$ cat config.mk
export PLATFORM = sky130hd
export DESIGN_NAME = dot_product_seq
export DESIGN_NICKNAME = d
export VERILOG_FILES = /design/src/rtl/dot_product_seq.sv
export SDC_FILE = /design/constraint.sdc
export NUM_CORES = 1
export LEC_CHECK = 0
export ABC_AREA = 1
export BUFFER_PORTS_ARGS = -buffer_cell sky130_fd_sc_hd__buf_2
export CAP_MARGIN = 10
export CORE_MARGIN = 5
export CORE_UTILIZATION = 45
export CTS_CLUSTER_SIZE = 28
export DETAILED_ROUTE_END_ITERATION = 8
export GPL_ROUTABILITY_DRIVEN = 1
export GPL_TIMING_DRIVEN = 0
export PLACE_DENSITY_LB_ADDON = 0.1
export SETUP_SLACK_MARGIN = 0.15
export SLEW_MARGIN = 20
export SYNTH_ARGS = -nofsm -noshare
export SYNTH_HDL_FRONTEND = slang
export SYNTH_SLANG_ARGS = --single-unit
$ cat constraint.sdc
create_clock -name clk -period 19.85 [get_ports clk]
set_input_delay 2.9775 -clock clk [delete_from_list [all_inputs] [get_ports clk]]
set_output_delay 2.9775 -clock clk [all_outputs]
set_load 0.05 [all_outputs]
$ cat src/rtl/dot_product_seq.sv
// Sequential dot product: latches an N-element x/theta pair, accumulates LANES products per cycle.
// Optional DOT_SAT_EN clamps h to the DW-bit element range and adds sat_flag.
module dot_product_seq #(
    parameter int DW     = 8,
    parameter int N      = 8,
    parameter int LANES  = 2,
    parameter int SIGNED = 1,
    parameter int OUT_W  = 2*DW + $clog2(N)
) (
    input  logic              clk,
    input  logic              rst_n,
    input  logic              clear,
    input  logic              in_valid,
    output logic              in_ready,
    input  logic [N*DW-1:0]   x,
    input  logic [N*DW-1:0]   theta,
    output logic              out_valid,
    input  logic              out_ready,
    output logic [OUT_W-1:0]  h,
    output logic              busy
`ifdef DOT_SAT_EN
    ,
    output logic              sat_flag
`endif
);

    // Handshake: a transfer happens on a rising edge where valid && ready;
    // valid holds with stable data until then, ready never waits on valid.

    localparam int IW = $clog2(N + 1);
    localparam int PW = 2*DW + 2;
    localparam int SW = OUT_W + 2;

    typedef enum logic [1:0] {S_IDLE, S_RUN, S_DONE} state_t;

    state_t              state;
    logic [DW-1:0]       xa [N];
    logic [DW-1:0]       ta [N];
    logic [IW-1:0]       idx;
    logic [OUT_W-1:0]    acc;
    logic [OUT_W-1:0]    acc_next;
    logic [OUT_W-1:0]    h_next;
    logic signed [SW-1:0] lane_sum;
    logic signed [DW:0]  a_e;
    logic signed [DW:0]  b_e;
    logic signed [PW-1:0] prod;
    logic                last;
    logic                sat_hit;
    int                  k;

    assign in_ready = (state == S_IDLE);
    assign busy     = (state != S_IDLE);
    assign last     = (int'(idx) + LANES == N);

    // One extra bit per operand lets a single signed multiplier serve both modes.
    always_comb begin
        lane_sum = '0;
        a_e      = '0;
        b_e      = '0;
        prod     = '0;
        k        = 0;
        for (int l = 0; l < LANES; l++) begin
            k        = int'(idx) + l;
            a_e      = {(SIGNED != 0) ? xa[k][DW-1] : 1'b0, xa[k]};
            b_e      = {(SIGNED != 0) ? ta[k][DW-1] : 1'b0, ta[k]};
            prod     = a_e * b_e;
            lane_sum = lane_sum + SW'(prod);
        end
        acc_next = acc + lane_sum[OUT_W-1:0];
    end

`ifdef DOT_SAT_EN
    localparam logic [OUT_W-1:0] SAT_HI = (SIGNED != 0) ? OUT_W'((1 << (DW-1)) - 1)
                                                        : OUT_W'((1 << DW) - 1);
    localparam logic [OUT_W-1:0] SAT_LO = (SIGNED != 0) ? OUT_W'(-(1 << (DW-1)))
                                                        : OUT_W'(0);

    always_comb begin
        sat_hit = 1'b0;
        h_next  = acc_next;
        if (SIGNED != 0) begin
            if ($signed(acc_next) > $signed(SAT_HI)) begin
                sat_hit = 1'b1;
                h_next  = SAT_HI;
            end else if ($signed(acc_next) < $signed(SAT_LO)) begin
                sat_hit = 1'b1;
                h_next  = SAT_LO;
            end
        end else if (acc_next > SAT_HI) begin
            sat_hit = 1'b1;
            h_next  = SAT_HI;
        end
    end
`else
    assign sat_hit = 1'b0;
    assign h_next  = acc_next;
`endif

    logic sat_q;

    always_ff @(posedge clk) begin
        if (!rst_n) begin
            state     <= S_IDLE;
            acc       <= '0;
            idx       <= '0;
            h         <= '0;
            out_valid <= 1'b0;
            sat_q     <= 1'b0;
        end else if (clear) begin
            state     <= S_IDLE;
            acc       <= '0;
            idx       <= '0;
            out_valid <= 1'b0;
            sat_q     <= 1'b0;
        end else begin
            case (state)
                S_IDLE: begin
                    if (in_valid) begin
                        for (int i = 0; i < N; i++) begin
                            xa[i] <= x[(N-i)*DW-1 -: DW];
                            ta[i] <= theta[(N-i)*DW-1 -: DW];
                        end
                        acc   <= '0;
                        idx   <= '0;
                        state <= S_RUN;
                    end
                end
                S_RUN: begin
                    acc <= acc_next;
                    if (last) begin
                        h         <= h_next;
                        out_valid <= 1'b1;
                        sat_q     <= sat_hit;
                        idx       <= '0;
                        state     <= S_DONE;
                    end else begin
                        idx <= idx + IW'(LANES);
                    end
                end
                S_DONE: begin
                    if (out_ready) begin
                        out_valid <= 1'b0;
                        sat_q     <= 1'b0;
                        state     <= S_IDLE;
                    end
                end
                default: state <= S_IDLE;
            endcase
        end
    end

`ifdef DOT_SAT_EN
    assign sat_flag = sat_q;
`endif

endmodule
==> results.sh <==
export IMPL_post_synthesis_net_count=2056
export IMPL_cts_root_buffer="sky130_fd_sc_hd__clkbuf_16"
export IMPL_rows=65
export IMPL_synthCells=1704
export IMPL_critPathKind="register to register"
export IMPL_worstRegToRegCells=39
export IMPL_worst_endpoint_arrival_ns=10.77
export IMPL_critical_path_top_cell_by_count="sky130_fd_sc_hd__fa_1"
export IMPL_max_slew_margin_pct=23.6
export IMPL_drtIter0Drc=894
export IMPL_residual_antenna_violating_net_count_after_detailed_routing=0
export IMPL_setup_repair_after_global_routing_missed_its_margin="false"
export IMPL_yosys_most_used_dff="sky130_fd_sc_hd__edfxtp_1"
export IMPL_post_route_util_pct=51.8
export IMPL_placeable_area_sq_um=31600
export IMPL_number_of_cells_upsized_or_downsized_after_cts=0
export IMPL_critical_path_peak_fanout=10
export IMPL_drive_above_1_share_pct=12.7
export IMPL_gp_congestion=0.921
export IMPL_track_usage_pct=23.0
export IMPL_cts_hold_buffers_added=0
export IMPL_tritoncts_clock_tree="yes"
export IMPL_tightestPinTransition_ns=1.14
export IMPL_die_area_sq_um=35600
export IMPL_worstSetupEndpointType="register"
export IMPL_timing_hold_worst_path_depth=2
export IMPL_area_delta_synth_final_pct=13.8
export IMPL_drt_via_density=5.20
export IMPL_slew_viol_final=0
export IMPL_start_util_pct=45.6
export IMPL_net_count_final=2234
export IMPL_fp_dieW_microns=189
export IMPL_route_vias_total=12000
export IMPL_finalNonFillerCells=2297
export IMPL_hpwl_detailed_microns=33700
export IMPL_yosys_warnings=0
export IMPL_number_of_buffers_inserted_to_repair_setup_after_cts=0
export IMPL_clock_sink_count=176
export IMPL_timing_rr_start="idx[0]"
export IMPL_die_h_microns=189
export IMPL_timing_setup_tns_ns=0
export IMPL_reg2reg_to="h[18]"
export IMPL_ctsHtreeMaxLevel=4
export IMPL_synth_edf_count=128
export IMPL_regToRegSetupSlack_ns=9.43
export IMPL_crit_slowest_cell="sky130_fd_sc_hd__nor2_1"
export IMPL_avgRoutedWirePerCell_microns=17.8
export IMPL_maxCapViolations=0
export IMPL_grt_pass1_vias=12000
export IMPL_finalSetupViolations=0
export IMPL_yosysSeqAreaShare_pct=33.4
export IMPL_number_of_buffers_inserted_during_clock_tree_synthesis=17
export IMPL_path_clk_slew_ns=0.07
export IMPL_hold_viol_final=0
export IMPL_worst_skew_pair_late_latency_ns=0.44
export IMPL_max_clock_path_buffers=2
export IMPL_drt_drc_violations_left=0
export IMPL_clock_tree_skew_after_final_layout_ns=0.00890
export IMPL_hold_path_end="out_valid"
export IMPL_total_detailed_routing_wirelength_microns=40900
export IMPL_placedCellCount=2265
export IMPL_multiInputGateArea_sq_um=8020
export IMPL_start_kind="register"
export IMPL_post_layout_minimum_cycle_time_ns=10.42
export IMPL_final_period_utilization_pct=52.5
export IMPL_largest_stage_delay_on_the_critical_path_ns=0.68
export IMPL_timing_critical_path_required_ns=20.20
export IMPL_ioPinCount=155
export IMPL_synth_cell_types=33
export IMPL_antenna_found_initial=0
export IMPL_fmax_mhz=96.0
export IMPL_ys_seq_elements=176
export IMPL_gr_total_overflow=0
export IMPL_outcome="finished clean"
export IMPL_diodes=0
export IMPL_postSynthAreaPerCell_sq_um=8.44
export IMPL_netlist_area_sq_um=14400
export IMPL_timing_hold_worst_start="out_valid"
export IMPL_hold_path_class="register to register"
export IMPL_n_fill_cell=3077
export IMPL_first_pass_iters=5
export IMPL_final_seq_area_sq_um=4800
export IMPL_synth_async_sr_flop_share_pct=0
export IMPL_port_buffer_count=154
export IMPL_first_pass_grt_wire_length_microns=64500
export IMPL_grt_max_degree=31
## state kept, by name, summed over array words and instances (netlist names), named ones only
name,count
idx,4
xa,64
acc,19
out_valid,1
ta,64
h,19
state,2
## worst max-delay path, delay by kind of cell, from the launching register on
kind	cells	cell delay, ns
fa+ha+maj	9	3.99
simple gates	10	2.03
buf+inv	11	1.86
compound gates	8	1.80
flops	1	0.34
xor+xnor	1	0.28
## cells in the mapped netlist, types with 7 or more instances
cell	n	area, sq um
sky130_fd_sc_hd__a21oi_1	127	636
sky130_fd_sc_hd__buf_2	27	135
sky130_fd_sc_hd__buf_4	7	52.6
sky130_fd_sc_hd__clkbuf_1	19	71.3
sky130_fd_sc_hd__dfxtp_1	48	961
sky130_fd_sc_hd__edfxtp_1	128	3840
sky130_fd_sc_hd__fa_1	144	2880
sky130_fd_sc_hd__ha_1	75	938
sky130_fd_sc_hd__inv_1	332	1250
sky130_fd_sc_hd__nand2_1	221	830
sky130_fd_sc_hd__nand3_1	17	85.1
sky130_fd_sc_hd__nor2_1	222	833
sky130_fd_sc_hd__nor3_1	7	35.0
sky130_fd_sc_hd__o21ai_0	238	1190
sky130_fd_sc_hd__o21ai_1	17	85.1
sky130_fd_sc_hd__xnor2_1	10	87.6
sky130_fd_sc_hd__xor2_1	17	149
## final cells by class
class,instances,area share [%]
plain buffers,57,1.77
clock buffers,19,2.77
clock inverters,13,0.765
inverters,341,7.82
multi-input cells,1130,49.0
flip-flops and latches,176,29.4
well taps,402,3.07
repair buffers,159,5.41
## cells in the final DEF (no fill, tap or decap), types with 4 or more instances in the layout
master and instances:
sky130_fd_sc_hd__clkinv_1 4, sky130_fd_sc_hd__nor3_1 7, sky130_fd_sc_hd__xor2_1 17, sky130_fd_sc_hd__inv_1 332, sky130_fd_sc_hd__edfxtp_1 128, sky130_fd_sc_hd__nand2_1 221
sky130_fd_sc_hd__a21oi_1 127, sky130_fd_sc_hd__o211ai_1 5, sky130_fd_sc_hd__nand4_1 5, sky130_fd_sc_hd__inv_2 5, sky130_fd_sc_hd__inv_6 4, sky130_fd_sc_hd__buf_4 7
sky130_fd_sc_hd__nor2_1 221, sky130_fd_sc_hd__dfxtp_1 48, sky130_fd_sc_hd__nand3b_1 4, sky130_fd_sc_hd__nand3_1 17, sky130_fd_sc_hd__fa_1 144, sky130_fd_sc_hd__o21ai_1 19
sky130_fd_sc_hd__clkinvlp_4 4, sky130_fd_sc_hd__clkbuf_16 17, sky130_fd_sc_hd__ha_1 75, sky130_fd_sc_hd__clkbuf_1 19, sky130_fd_sc_hd__xnor2_1 10, sky130_fd_sc_hd__o21ai_0 235
sky130_fd_sc_hd__buf_2 181, sky130_fd_sc_hd__a31oi_1 5
## cells by family after synthesis
family                     count (synthesis)  share of synthesized area, %
adders and majority gates                219                          26.6
and+or+nand+nor                          482                          13.1
DFF                                      176                          33.4
xor gates and xnor gates                  27                          1.64
buffers and inverters                    398                          10.9
AOI/OAI and AO/OA                        402                          14.3
## per-stage QoR
stage                     hold slack [ns]  setup slack [ns]  cell area [sq um]
after floorplan                     0.445             10.27              14400
after global placement              0.457              7.65              15700
after detailed placement            0.455              9.50              15800
after CTS                           0.466              9.47              16400
after global routing                0.497              8.73              16400
final                               0.463              9.43              16400
## how the worst max path moves through the flow
stage / start / to / slack (ns)
2_1_floorplan: rst_n / ta[0][0] / 10.27
3_3_place_gp: rst_n / ta[2][5] / 7.65
3_5_place_dp: idx[0] / acc[17] / 9.50
4_1_cts: idx[0] / acc[17] / 9.47
5_1_grt: idx[0] / acc[17] / 8.73
6_report: idx[0] / h[18] / 9.43
## routing by layer
metal  GRT usage [%]  vias up  routed length, microns
met2            38.1      383                   19600
met4            6.73        0                     943
li1                -     5771                       -
met1            31.4     5741                   18100
met5               0        -                       0
met3            3.95       56                    2190
Power is not shown: default switching activity piles up to over one toggle a cycle in this logic, so the estimate is an artifact.
